==> src/rtl/wb_arbiter_rr_pkg.sv <==
// Shared definitions for the round-robin Wishbone arbiter.
// Cycle type ids, FSM state encoding and a width helper.
package wb_arbiter_rr_pkg;

  localparam logic [2:0] CTI_CLASSIC = 3'b000;
  localparam logic [2:0] CTI_CONST   = 3'b001;
  localparam logic [2:0] CTI_INCR    = 3'b010;
  localparam logic [2:0] CTI_EOB     = 3'b111;

  typedef enum logic {
    S_IDLE  = 1'b0,
    S_OWNED = 1'b1
  } arb_state_e;

  function automatic int clog2(input int v);
    int r;
    r = 0;
    for (int i = 0; i < 31; i++) begin
      if ((1 << i) < v) r = i + 1;
    end
    return r;
  endfunction

endpackage

==> src/rtl/wb_arbiter_rr_pick.sv <==
// Round-robin picker: first requester strictly after last, wrapping.
// Purely combinational.
module wb_arbiter_rr_pick
  import wb_arbiter_rr_pkg::*;
#(
  parameter int NUM_MASTERS = 4,
  parameter int IW = clog2(NUM_MASTERS)
) (
  input  logic [NUM_MASTERS-1:0] req,
  input  logic [IW-1:0]          last,
  output logic [IW-1:0]          idx,
  output logic                   any
);

  logic [IW-1:0] j;

  // Scan farthest-to-nearest so the nearest requester overwrites
  always_comb begin
    idx = '0;
    j   = '0;
    any = |req;
    for (int k = NUM_MASTERS; k >= 1; k--) begin
      j = IW'((int'(last) + k) % NUM_MASTERS);
      if (req[j]) idx = j;
    end
  end

endmodule

==> src/rtl/wb_arbiter_rr.sv <==
// Round-robin Wishbone B3 arbiter, grant held until owner drops cyc.
// Optional owner watchdog: define WB_ARB_WATCHDOG_EN.
module wb_arbiter_rr
  import wb_arbiter_rr_pkg::*;
#(
  parameter int dw          = 32,
  parameter int aw          = 32,
  parameter int NUM_MASTERS = 4,
  parameter int TIMEOUT     = 255
) (
  input  logic                      wb_clk,
  input  logic                      wb_rst,
  input  logic [NUM_MASTERS*aw-1:0] wbm_adr_i,
  input  logic [NUM_MASTERS*dw-1:0] wbm_dat_i,
  input  logic [NUM_MASTERS*4-1:0]  wbm_sel_i,
  input  logic [NUM_MASTERS-1:0]    wbm_we_i,
  input  logic [NUM_MASTERS-1:0]    wbm_cyc_i,
  input  logic [NUM_MASTERS-1:0]    wbm_stb_i,
  input  logic [NUM_MASTERS*3-1:0]  wbm_cti_i,
  input  logic [NUM_MASTERS*2-1:0]  wbm_bte_i,
  output logic [NUM_MASTERS*dw-1:0] wbm_dat_o,
  output logic [NUM_MASTERS-1:0]    wbm_ack_o,
  output logic [NUM_MASTERS-1:0]    wbm_err_o,
  output logic [NUM_MASTERS-1:0]    wbm_rty_o,
  output logic [aw-1:0]             wbs_adr_o,
  output logic [dw-1:0]             wbs_dat_o,
  output logic [3:0]                wbs_sel_o,
  output logic                      wbs_we_o,
  output logic                      wbs_cyc_o,
  output logic                      wbs_stb_o,
  output logic [2:0]                wbs_cti_o,
  output logic [1:0]                wbs_bte_o,
  input  logic [dw-1:0]             wbs_dat_i,
  input  logic                      wbs_ack_i,
  input  logic                      wbs_err_i,
  input  logic                      wbs_rty_i
);

  localparam int IW = clog2(NUM_MASTERS);

  arb_state_e    state, state_n;
  logic [IW-1:0] grant_idx, grant_idx_n;
  logic [IW-1:0] last_idx, last_idx_n;
  logic [IW-1:0] pick_idx;
  logic          pick_any;
  logic          grant_vld;
  logic          wd_hit;

  logic [aw-1:0] adr_a [NUM_MASTERS];
  logic [dw-1:0] dat_a [NUM_MASTERS];
  logic [3:0]    sel_a [NUM_MASTERS];
  logic [2:0]    cti_a [NUM_MASTERS];
  logic [1:0]    bte_a [NUM_MASTERS];

  for (genvar m = 0; m < NUM_MASTERS; m++) begin : g_m
    assign adr_a[m] = wbm_adr_i[m*aw +: aw];
    assign dat_a[m] = wbm_dat_i[m*dw +: dw];
    assign sel_a[m] = wbm_sel_i[m*4 +: 4];
    assign cti_a[m] = wbm_cti_i[m*3 +: 3];
    assign bte_a[m] = wbm_bte_i[m*2 +: 2];
    assign wbm_ack_o[m] = grant_vld & (grant_idx == IW'(m)) & wbs_ack_i;
    assign wbm_err_o[m] = grant_vld & (grant_idx == IW'(m)) &
                          (wbs_err_i | wd_hit);
    assign wbm_rty_o[m] = grant_vld & (grant_idx == IW'(m)) & wbs_rty_i;
  end

  assign wbm_dat_o = {NUM_MASTERS{wbs_dat_i}};
  assign grant_vld = (state == S_OWNED);

  wb_arbiter_rr_pick #(
    .NUM_MASTERS(NUM_MASTERS),
    .IW         (IW)
  ) u_pick (
    .req (wbm_cyc_i),
    .last(last_idx),
    .idx (pick_idx),
    .any (pick_any)
  );

  // Grant state; master 0 wins first after reset
  always_ff @(posedge wb_clk) begin
    if (wb_rst) begin
      state     <= S_IDLE;
      grant_idx <= '0;
      last_idx  <= IW'(NUM_MASTERS - 1);
    end else begin
      state     <= state_n;
      grant_idx <= grant_idx_n;
      last_idx  <= last_idx_n;
    end
  end

  // Grant on any request; release only when the owner drops cyc
  always_comb begin
    state_n     = state;
    grant_idx_n = grant_idx;
    last_idx_n  = last_idx;
    unique case (state)
      S_IDLE: begin
        if (pick_any) begin
          state_n     = S_OWNED;
          grant_idx_n = pick_idx;
        end
      end
      S_OWNED: begin
        if (!wbm_cyc_i[grant_idx]) begin
          state_n    = S_IDLE;
          last_idx_n = grant_idx;
        end
      end
    endcase
  end

  // Request mux from the owner, all zero while nobody owns the bus
  always_comb begin
    wbs_adr_o = '0;
    wbs_dat_o = '0;
    wbs_sel_o = '0;
    wbs_we_o  = 1'b0;
    wbs_cyc_o = 1'b0;
    wbs_stb_o = 1'b0;
    wbs_cti_o = '0;
    wbs_bte_o = '0;
    if (grant_vld) begin
      wbs_adr_o = adr_a[grant_idx];
      wbs_dat_o = dat_a[grant_idx];
      wbs_sel_o = sel_a[grant_idx];
      wbs_we_o  = wbm_we_i[grant_idx];
      wbs_cyc_o = wbm_cyc_i[grant_idx];
      wbs_stb_o = wbm_stb_i[grant_idx] & ~wd_hit;
      wbs_cti_o = cti_a[grant_idx];
      wbs_bte_o = bte_a[grant_idx];
    end
  end

`ifdef WB_ARB_WATCHDOG_EN
  logic [15:0] wd_cnt;

  assign wd_hit = grant_vld & wbm_stb_i[grant_idx] &
                  (wd_cnt == 16'(TIMEOUT - 1));

  // Count stalled strobe clocks; any slave response or release clears
  always_ff @(posedge wb_clk) begin
    if (wb_rst) begin
      wd_cnt <= '0;
    end else if (!grant_vld || wbs_ack_i || wbs_err_i ||
                 wbs_rty_i || wd_hit) begin
      wd_cnt <= '0;
    end else if (wbm_stb_i[grant_idx]) begin
      wd_cnt <= wd_cnt + 16'd1;
    end
  end
`else
  localparam int unused_timeout = TIMEOUT;
  assign wd_hit = 1'b0;
`endif

endmodule

==> config.mk <==
export PLATFORM = sky130hd
export DESIGN_NAME = wb_arbiter_rr
export DESIGN_NICKNAME = d
export VERILOG_FILES = /design/src/rtl/wb_arbiter_rr_pkg.sv /design/src/rtl/wb_arbiter_rr_pick.sv /design/src/rtl/wb_arbiter_rr.sv
export SDC_FILE = /design/constraint.sdc
export NUM_CORES = 1
export LEC_CHECK = 0
export ABC_AREA = 1
export BUFFER_PORTS_ARGS = -buffer_cell sky130_fd_sc_hd__buf_4
export CAP_MARGIN = 25
export CORE_AREA = 2 2 219 221
export CTS_BUF_LIST = sky130_fd_sc_hd__clkbuf_16
export CTS_CLUSTER_SIZE = 40
export DETAILED_ROUTE_END_ITERATION = 8
export DIE_AREA = 0 0 221 223
export GPL_TIMING_DRIVEN = 0
export PLACE_DENSITY = 0.3
export SYNTH_ARGS = -nofsm -noshare
export SYNTH_HDL_FRONTEND = slang
export SYNTH_SLANG_ARGS = --single-unit
==> constraint.sdc <==
create_clock -name wb_clk -period 2 [get_ports wb_clk]
set_clock_uncertainty 0.15 [all_clocks]
set_input_delay 0.4 -clock wb_clk [delete_from_list [all_inputs] [get_ports wb_clk]]
set_output_delay 0.4 -clock wb_clk [all_outputs]
set_load 0.02 [all_outputs]
Word level (Yosys, flattened, before mapping)
Index checks and enable logic that the tools add are counted.
W data, S select, Z words.
Operators by class
  equality and inequality tests: 3
  shift-type cells: 0
  multiplexer cells: 44
  reductions and logical operators: 4
  add/subtract/negate cells: 4
  divide/modulo/power cells: 0
  bitwise logic cells: 19
  $mul: 0
  magnitude comparators: 6
Operators with widths (count)
  $mux W32: 6
  $bmux W32 S2: 2
  $and A1 B1 Y1: 16
  $lt A2 B3 Y1 const B: 5
  $bmux W1 S2: 7
  $mux W2: 7
  $mux W1: 12
  $mux W4: 3
  $mux W3: 3
  $bmux W4 S2: 1
  $bmux W3 S2: 1
  $add A2 B1 Y2 const B: 2
  $add A2 B2 Y2 const B: 2
  $bmux W2 S2: 1
  $eq A2 B2 Y1 const B: 2
  $reduce_and A2 Y1: 2
  $reduce_or A4 Y1: 1
  $ge A3 B3 Y1 const B: 1
  $not A2 Y3: 1
  $eq A2 B1 Y1 const B: 1
  $logic_not A2 Y1: 1
  $not A1 Y1: 2
  $pmux W1 S2: 1
Word-level totals
  bits in registers: 5
  latch bits: 0
  bits of input ports: 341
  output and inout bits: 216
  memory bits (read-only): 0
  memories: 0
  bits in writable memories: 0

Logic depth before layout (Yosys ltp)
Gate-level depths: netlist of run 1.
  depth in word-level cells: 7
  mapped depth: 12
  depth with buffers taken out: 11

Hierarchy
From an unflattened synthesis of run 1, not the netlist that was laid out.
Second synthesis, totals
  cells, all modules: 738
  area total of the unflattened synthesis: 3941.3 um^2
Modules (own cells, without submodules)
  wb_arbiter_rr: instances 1, seq. area each 100.1 um^2, area an instance 3674.8 um^2, cells an instance 687
  wb_arbiter_rr_pick: instances 1, seq. area each 0.0 um^2, area an instance 266.5 um^2, cells an instance 51

Least setup slack after synthesis of run 1
Ideal clock, no wire load.
  path type: reg2out
  start: reg grant_idx[1]
  end: out wbs_adr_o[0]
  cell stages (with the launch flop): 8
  path slack: 0.073 ns
  arrival time: 1.377 ns
  data required time: 1.450 ns
  cell sequence: dfxtp_1 > inv_2 > or2_1 > inv_2 > buf_6 > buf_4 > a22oi_1 > a21oi_1
On the way
  word-level cells in the longest chain between the ends: 5
RTL lines
  start, declared: RTL line wb_arbiter_rr.sv:42  | logic [IW-1:0] grant_idx, grant_idx_n;
  start signal, assigned: RTL line wb_arbiter_rr.sv:88  | grant_idx <= grant_idx_n;
  $not A2 Y3 (implied by the code): RTL line wb_arbiter_rr.sv:125  | wbs_adr_o = adr_a[grant_idx];
  $bmux W32 S2: RTL line wb_arbiter_rr.sv:125
  $mux W32 (implied by the code) (2 in series): RTL line wb_arbiter_rr.sv:125
  $mux W32: RTL line wb_arbiter_rr.sv:124  | if (grant_vld) begin
  end, declared: RTL line wb_arbiter_rr.sv:25  | output logic [aw-1:0] wbs_adr_o,
Every way passes these cells. The select of a mux whose other input is x is not followed.

Worst setup path in the final report of run 1
  start: reg grant_idx[1]
  end: out wbs_adr_o[4]
The elaborated chain is that of the path after synthesis.

==> results of run 1 <==
[report_power, final]
group          leakage [nW]  internal, mW  switching, mW
sequential           0.0433         0.122         0.0212
combinational          4.53          2.66           2.45
clock                0.0423         0.259         0.0630
[cell type report]
class	count	area, sq um	share of cell area, %
plain buffers	166	1470	14.8
clock buffers	3	75.1	0.757
clock inverters	1	3.75	0.0378
inverters	20	82.6	0.832
multi-input cells	300	2500	25.2
flip-flops and latches	5	111	1.12
well taps	615	769	7.75
repair buffers	581	4920	49.6
[path summary, 6_finish.rpt]
kind / from / end / depth (start not counted)
max reg2reg: grant_idx[1] / grant_vld / 15
max: grant_idx[1] / wbs_adr_o[4] / 9
min reg2reg: grant_idx[0] / last_idx[0] / 3
min: wb_rst / grant_vld / 2
[worst reg2reg max path: stages, from the launching register on]
cell and delay [ns]:
dfxtp_4 0.35, buf_6 0.12, nor2_4 0.09, buf_12 0.14, buf_8 0.12, nand2_1 0.05
o21ai_1 0.06, a21oi_1 0.06, o21ai_2 0.10, nand2_2 0.10, buf_4 0.14, buf_4 0.12
buf_4 0.12, buf_4 0.12, buf_4 0.12, a21oi_2 0.09
[synth_stat cells, drive strengths merged]
cell type and count:
nand3 9, or2 1, o211ai 2, a21oi 79, inv 20, a22oi 150, dfxtp 5, nor2 14
o21ai 4, buf 152, clkbuf 17, nand2 41
[state kept, by name (all words and copies together) (netlist names)]
| register | cells |
|---|---|
| grant_vld | 1 |
| grant_idx | 2 |
| last_idx | 2 |
[logic make-up after synthesis]
| group | count (synthesis) |
|---|---|
| buffers and inverters | 189 |
| AND/OR/NAND/NOR | 65 |
| flip-flops | 5 |
| AO/OA/AOI/OAI | 235 |
[per-layer routing]
layer	routed length (microns)	GRT usage [%]	vias up
met3	1990	2.38	18
met5	0	0	-
met2	16600	22.2	330
met1	11900	13.3	2776
met4	487	1.99	0
li1	-	-	2867
[what timing repair did]
action | in CTS | in global routing
gates resized for setup | 222 | 122
pin swaps | 33 | 58
buffers inserted | 39 | 8
endpoints found under the setup margin | 88 | 89
gates cloned | 9 | 3
==> results.json, run 1 <==
{
  "drive_gt1_share_pct": 83.6,
  "place_area_sq_mm": 0.00793,
  "synth.top_cell.area_share_pct": 35.7,
  "crit_chain": "inv_2 -> or2_4 -> inv_8 -> buf_12 -> buf_8 -> buf_6 -> a22oi_2 -> a21oi_1 -> buf_4",
  "fin_cells": 1691,
  "cts_buffers": 3,
  "io_buffers": 524,
  "critPathMaxStageDelay_ns": 0.36,
  "rows": 80,
  "worstSetupStartpointType": "flip-flop",
  "power_density_mw_per_mm2": 562,
  "post_drt_wl_per_cell_microns": 18.4,
  "clock-root-buffer": "clkbuf_16",
  "drt_iter0_markers": 234,
  "drc": 0,
  "fill_cells": 5292,
  "die_h_microns": 223,
  "syn_inst": 494,
  "ctsHtreeMaxLevel": 1,
  "crit_slowest_cell": "dfxtp_4",
  "fin_ws_ns": -0.290,
  "run_status": "finished with violations",
  "dieArea_sq_mm": 0.0493,
  "design_area_sq_mm": 0.00992,
  "cts_hold_buf": 0,
  "fmax_mhz": 437,
  "synth_area_sq_mm": 0.00315,
  "finalSetupTns_ns": -16.44,
  "io_pins": 557,
  "syn2layout_area_growth_pct": 215,
  "holdWs_ns": 0.207,
  "yosysWarnings": 0,
  "cp_max_fo": 7,
  "synth_compound_area_share_pct": 49.4,
  "ir_drop_v": 0.000332,
  "synth_area_leaders": "a22oi_1 36%, buf_4 32%, a21oi_1 13%",
  "reg2reg_setup_slack_ns": -0.11,
  "num_antenna_cells": 0,
  "yosys.area.top_type": "a22oi_1",
  "finalSetupViolCount": 89,
  "antenna_found_initial": 0,
  "worstPathRequired_ns": 1.45,
  "firstDrtPassIters": 4,
  "syn-num-nets": 835,
  "synth.distinct_cells": 16,
  "period_share_pct": 115,
  "synthXorXnorAreaFrac_pct": 0,
  "grt_max_degree": 11,
  "grt_pass1_vias": 6254,
  "rsz0062_at_grt": "yes",
  "start_util_pct": 6.69,
  "fin_total_pwr_mw": 5.58,
  "grt-ovfl-total": 0,
  "slew_headroom_pct": 53.2,
  "gp_congestion": 0.764,
  "synthMuxAreaShare_pct": 0,
  "drv_cap": 0,
  "clk_path_buf_depth": 2,
  "worstPathArrival_ns": 1.74,
  "cts_tree": "built",
  "ant_nets": 0,
  "die_x_microns": 221,
  "seq_area_frac_synth_pct": 3.17,
  "clock_sinks": 5,
  "path_clk_slew_ns": 0.03,
  "vias": 5991,
  "violations": "negative setup slack",
  "min_path_type": "input pin to flip-flop",
  "coreArea_sq_mm": 0.0471,
  "grt_pass1_wl_microns": 42800,
  "clk_latency_ns": 0.22,
  "worst-setup-path-type": "flip-flop to output pin",
  "avgSynthCellArea_sq_um": 6.38,
  "static-leakage-power_nw": 4.62,
  "fin_crit_ns": 2.29,
  "synth-simple-area-share_pct": 8.17,
  "drv_slew": 0,
  "totalWireLength_microns": 31100,
  "tightestPinTransition_ns": 0.703,
  "layout_commonest_cell": "buf_4",
  "place_hpwl_microns": 25500,
  "final_net_count": 1418,
  "fin_util_pct": 21.0,
  "end_kind": "output pin",
  "synth_top_family_by_area": "compound AO/OA/AOI/OAI gates",
  "cp_top_family": "buffers and inverters",
  "crit_buf_inv": 6,
  "grt_usage_pct": 11.6,
  "placed_cells_incl_taps": 1638,
  "layout_common_cells": "635 x buf_4, 90 x a22oi_2, 60 x a22oi_1",
  "synthAdderAreaFrac_pct": 0,
  "final-hold-violation-count": 0,
  "via_per_inst": 3.54,
  "pre_cts_slack_ns": -0.863,
  "ys_seq_elements": 5
}
No activity file was read; power rests on OpenSTA's default activity.
==> inputs of run 2 (changes only) <==
- BUFFER_PORTS_ARGS: -buffer_cell sky130_fd_sc_hd__buf_4 -> -buffer_cell sky130_fd_sc_hd__clkbuf_2
==> run 2 against run 1 <==
Net effect:
- register-to-register slack improved by 0.36 ns
- first-iteration DRC count decreased by 0.85%
- critical path type unchanged
- clock power about the same
- the run still ends with negative setup slack left
- routed wire length decreased by 7.8%
- clock-buffer cell count unchanged
- setup slack got worse by 0.0033 ns
- maximum frequency decreased by 0.14%
==> results.json, run 2 (synthesis results as in run 1) <==
{
  "run_status": "finished with violations",
  "violations": "negative setup slack",
  "ctsHtreeMaxLevel": 1,
  "grt_usage_pct": 10.7,
  "end_kind": "output pin",
  "pwr-share-comb_pct": 89.9,
  "post_drt_wl_per_cell_microns": 17.1,
  "worst-setup-path-type": "flip-flop to output pin",
  "drt_iter0_markers": 232,
  "min_path_type": "input pin to flip-flop",
  "syn2layout_area_growth_pct": 160,
  "start_util_pct": 6.69,
  "rsz0062_at_grt": "yes",
  "io_buffers": 524,
  "clk_path_buf_depth": 2,
  "drc": 0,
  "p_int_mw": 2.40,
  "fin_ws_ns": -0.294,
  "final_net_count": 1399,
  "firstDrtPassIters": 4,
  "grt_max_degree": 11,
  "place_area_sq_mm": 0.00662,
  "ir_drop_v": 0.000366,
  "p_switching_mw": 2.33,
  "path_clk_slew_ns": 0.03,
  "period_share_pct": 115,
  "fmax_mhz": 436,
  "cts_buffers": 3,
  "die_x_microns": 221,
  "holdWs_ns": 0.237,
  "drv_cap": 0,
  "power_density_mw_per_mm2": 577,
  "layout_common_cells": "440 x clkbuf_2, 202 x buf_4, 94 x a22oi_1",
  "drv_slew": 0,
  "place_hpwl_microns": 24100,
  "fin_total_pwr_mw": 4.74,
  "antenna_found_initial": 2,
  "grt_pass1_wl_microns": 39500,
  "via_per_inst": 3.57,
  "switching_share_pct": 49.3,
  "clk_latency_ns": 0.23,
  "grt_pass1_vias": 6121,
  "coreArea_sq_mm": 0.0471,
  "worstPathRequired_ns": 1.45,
  "totalWireLength_microns": 28600,
  "layout_commonest_cell": "clkbuf_2",
  "die_h_microns": 223,
  "drive_gt1_share_pct": 79.5,
  "worstPathArrival_ns": 1.74,
  "clock-root-buffer": "clkbuf_16",
  "pwr-share-clk_pct": 6.9,
  "clock_sinks": 5,
  "gp_congestion": 0.779,
  "p_seq_share_pct": 3.2,
  "rows": 80,
  "finalSetupTns_ns": -14.73,
  "slew_headroom_pct": 65.8,
  "io_pins": 557,
  "worstSetupStartpointType": "flip-flop",
  "cp_max_fo": 7,
  "fin_crit_ns": 2.29,
  "finalSetupViolCount": 83,
  "design_area_sq_mm": 0.00821,
  "ant_nets": 0,
  "vias": 5965,
  "dieArea_sq_mm": 0.0493,
  "grt-ovfl-total": 0,
  "cts_tree": "built",
  "final-hold-violation-count": 0,
  "static-leakage-power_nw": 4.15,
  "tightestPinTransition_ns": 0.507
}
run 2: cell types whose count changed in the layout (fill, tap and decap cells not counted), moves of 4 or more:
cell	before	now
a21oi_1	41	48
a21oi_2	38	31
a22oi_1	60	94
a22oi_2	90	56
buf_12	29	18
buf_4	635	202
buf_6	49	28
clkbuf_2	2	440
clkbuf_8	1	12
nor2_4	6	2
run 2: path summary, 6_finish.rpt:
kind,from,end,slack [ns],depth (start not counted)
setup / recovery,grant_idx[1],wbs_bte_o[1],-0.29,7
hold / removal,wb_rst,grant_vld,0.24,2
setup reg to reg,grant_idx[1],grant_vld,0.25,12
hold reg to reg,grant_idx[0],grant_idx[0],0.37,2
run 2: what timing repair did:
item,4_1_cts,5_1_grt
gates resized for setup,252,162
hold endpoints to repair,0,0
setup buffers,25,5
pin swaps,17,30
endpoints found under the setup margin,88,88
gates cloned,5,1
hold buffers,0,0
run 2: per-layer routing:
layer / track usage (%) / up-vias / wire length [microns]
li1: - / 2823 / -
met1: 12.0 / 2751 / 11100
met2: 20.2 / 351 / 14900
met3: 1.74 / 38 / 1600
met4: 3.81 / 2 / 1090
met5: 0 / - / 13
run 2: stage by stage:
step | utilization, % | instances | setup slack (ns)
floorplan | - | 494 | 0.0731
global placement | 13.9 | 1633 | -1.32
detailed placement | 14.0 | 1638 | -0.927
CTS | 16.9 | 1672 | -0.370
global route | 17.4 | 1673 | -0.368
finish | 17.4 | 1673 | -0.294
run 2: power groups by stage:
stage	sequential (mW)	clock, mW	combinational (mW)
2_1_floorplan	0.134	0	1.78
3_3_place_gp	0.144	0	3.15
3_5_place_dp	0.143	0	3.18
4_1_cts	0.150	0.327	4.13
5_1_grt	0.156	0.339	4.57
6_report	0.152	0.325	4.26
run 2: final cells by class:
type                       instances  area (sq um)
sequential                         5           111
tap                              615           769
multi-input combinational        300          2260
antenna                            1          2.50
timing repair buffer             561          3480
buffer                           167          1420
fill                            5448         38900
inverter                          20          82.6
clock inverter                     1          3.75
clock buffer                       3          75.1
run 2: worst max-delay path, cell delays in order, from the launching register on:
cell and delay (ns):
dfxtp_4 0.37, inv_2 0.04, or2_4 0.25, inv_8 0.09, buf_6 0.20, a22oi_1 0.11, a21oi_2 0.25, buf_2 0.21
==> inputs of run 3 (changes only) <==
- CTS_BUF_LIST: sky130_fd_sc_hd__clkbuf_16 -> unset
==> run 3 against run 2 <==
Net effect:
- final area is 1.1% higher
- critical endpoint unchanged
- the run still ends with negative setup slack left
- hold slack better by 0.0011 ns
- critical path type unchanged
- highest routed layer unchanged
- routed wire length hardly changed
==> results.json, run 3 (synthesis results as in run 1) <==
{
  "ant_nets": 0,
  "worstPathArrival_ns": 1.75,
  "end_kind": "output pin",
  "clk_latency_ns": 0.23,
  "grt_pass1_vias": 6128,
  "place_hpwl_microns": 24100,
  "pre_cts_slack_ns": -0.927,
  "layout_common_cells": "440 x clkbuf_2, 198 x buf_4, 92 x a22oi_1",
  "dieArea_sq_mm": 0.0493,
  "cp_top_family": "buffers and inverters",
  "syn2layout_area_growth_pct": 163,
  "start_util_pct": 6.69,
  "post_drt_wl_per_cell_microns": 17.1,
  "grt_max_degree": 11,
  "crit_slowest_cell": "dfxtp_4",
  "slew_headroom_pct": 65.7,
  "crit_end": "wbs_bte_o[1]",
  "run_status": "finished with violations",
  "grt-ovfl-total": 0,
  "fmax_mhz": 435,
  "rr_worst_depth": 12,
  "grt_pass1_wl_microns": 39600,
  "drv_cap": 0,
  "fin_ws_ns": -0.300,
  "worstSetupStartpointType": "flip-flop",
  "final_net_count": 1401,
  "critPathMaxStageDelay_ns": 0.37,
  "holdWs_ns": 0.238,
  "crit_buf_inv": 4,
  "reg2reg_to": "grant_vld",
  "tightestPinTransition_ns": 0.509,
  "firstDrtPassIters": 4,
  "layout_commonest_cell": "clkbuf_2",
  "drv_slew": 0,
  "die_x_microns": 221,
  "crit_chain": "inv_2 -> or2_4 -> inv_8 -> buf_6 -> a22oi_1 -> a21oi_2 -> buf_2",
  "worstPathRequired_ns": 1.45,
  "cp_max_fo": 7,
  "ctsHtreeMaxLevel": 1,
  "reg2reg_setup_slack_ns": 0.24,
  "final-hold-violation-count": 0,
  "fin_util_pct": 17.6,
  "fin_crit_ns": 2.30,
  "static-leakage-power_nw": 4.18,
  "io_buffers": 524,
  "via_per_inst": 3.57,
  "rsz0062_at_grt": "yes",
  "drive_gt1_share_pct": 80.2,
  "antenna_found_initial": 2,
  "crit_path_start": "grant_idx[1]",
  "drt_iter0_markers": 198,
  "worst-setup-path-type": "flip-flop to output pin",
  "die_h_microns": 223,
  "min_path_type": "input pin to flip-flop",
  "vias": 5976,
  "ir_drop_v": 0.000367,
  "cts_tree": "built",
  "clk_path_buf_depth": 2,
  "period_share_pct": 115,
  "power_density_mw_per_mm2": 574,
  "io_pins": 557,
  "r2r-start": "grant_idx[1]",
  "cp.depth": 7,
  "path_clk_slew_ns": 0.03,
  "coreArea_sq_mm": 0.0471,
  "cts_buffers": 3,
  "clock_sinks": 5,
  "finalSetupViolCount": 85,
  "drc": 0,
  "violations": "negative setup slack",
  "grt_usage_pct": 10.7,
  "clock-root-buffer": "clkbuf_16",
  "gp_congestion": 0.779,
  "totalWireLength_microns": 28700,
  "rows": 80
}
-- run 3: cell types whose count changed in the layout (fill, tap and decap cells not counted), moves of 2 or more --
cell	before	now
a22oi_1	94	92
nor2_1	8	6
a21oi_2	31	33
clkbuf_4	11	14
buf_6	28	30
nor2_2	4	6
buf_4	202	198
a22oi_2	56	58
a21oi_1	48	46
-- run 3: through the flow --
| stage | setup TNS, ns | std cells | total power [mW] | cell area [sq um] |
|---|---|---|---|---|
| after CTS | -24.46 | 1672 | 4.61 | 7970 |
| after floorplan | 0 | 494 | 1.92 | 3150 |
| after detailed placement | -51.35 | 1638 | 3.33 | 6620 |
| final | -15.39 | 1675 | 4.76 | 8300 |
| after global placement | -69.32 | 1633 | 3.30 | 6550 |
| after global routing | -22.44 | 1675 | 5.09 | 8300 |
-- run 3: per-layer routing --
layer / vias to the layer above / track usage (%) / wire, microns
li1: 2833 / - / -
met1: 2733 / 12.1 / 11000
met3: 43 / 1.75 / 1700
met5: - / 0 / 13
met2: 365 / 20.2 / 14900
met4: 2 / 3.81 / 1070
-- run 3: layout make-up --
cell class	count	area (sq um)
Multi-Input combinational cell	300	2290
Fill cell	5446	38800
Buffer	167	1410
Inverter	20	85.1
Antenna cell	1	2.50
Timing Repair Buffer	563	3550
Clock buffer	4	78.8
Sequential cell	5	111
Tap cell	615	769
-- run 3: what timing repair did --
item                                    CTS  global route
setup buffers                            24             6
cloned                                    6             2
endpoints found under the setup margin   88            88
hold buffers                              0             0
pin swaps                                17            31
resized for setup                       250           171
-- run 3: report_power, final --
part | internal (mW) | switching, mW | total (mW)
clock network | 0.264 | 0.0651 | 0.329
registers | 0.122 | 0.0316 | 0.154
logic | 2.04 | 2.24 | 4.28
-- run 3: how the worst min path moves through the flow --
stage	to	start	depth (start not counted)	slack, ns
after detailed placement	grant_idx[1]	grant_idx[1]	2	0.40
after floorplan	grant_idx[0]	wb_rst	1	0.32
after global routing	grant_vld	wb_rst	2	0.24
after CTS	grant_idx[0]	wb_rst	2	0.24
after global placement	grant_idx[1]	grant_idx[1]	2	0.40
final	grant_vld	wb_rst	2	0.24
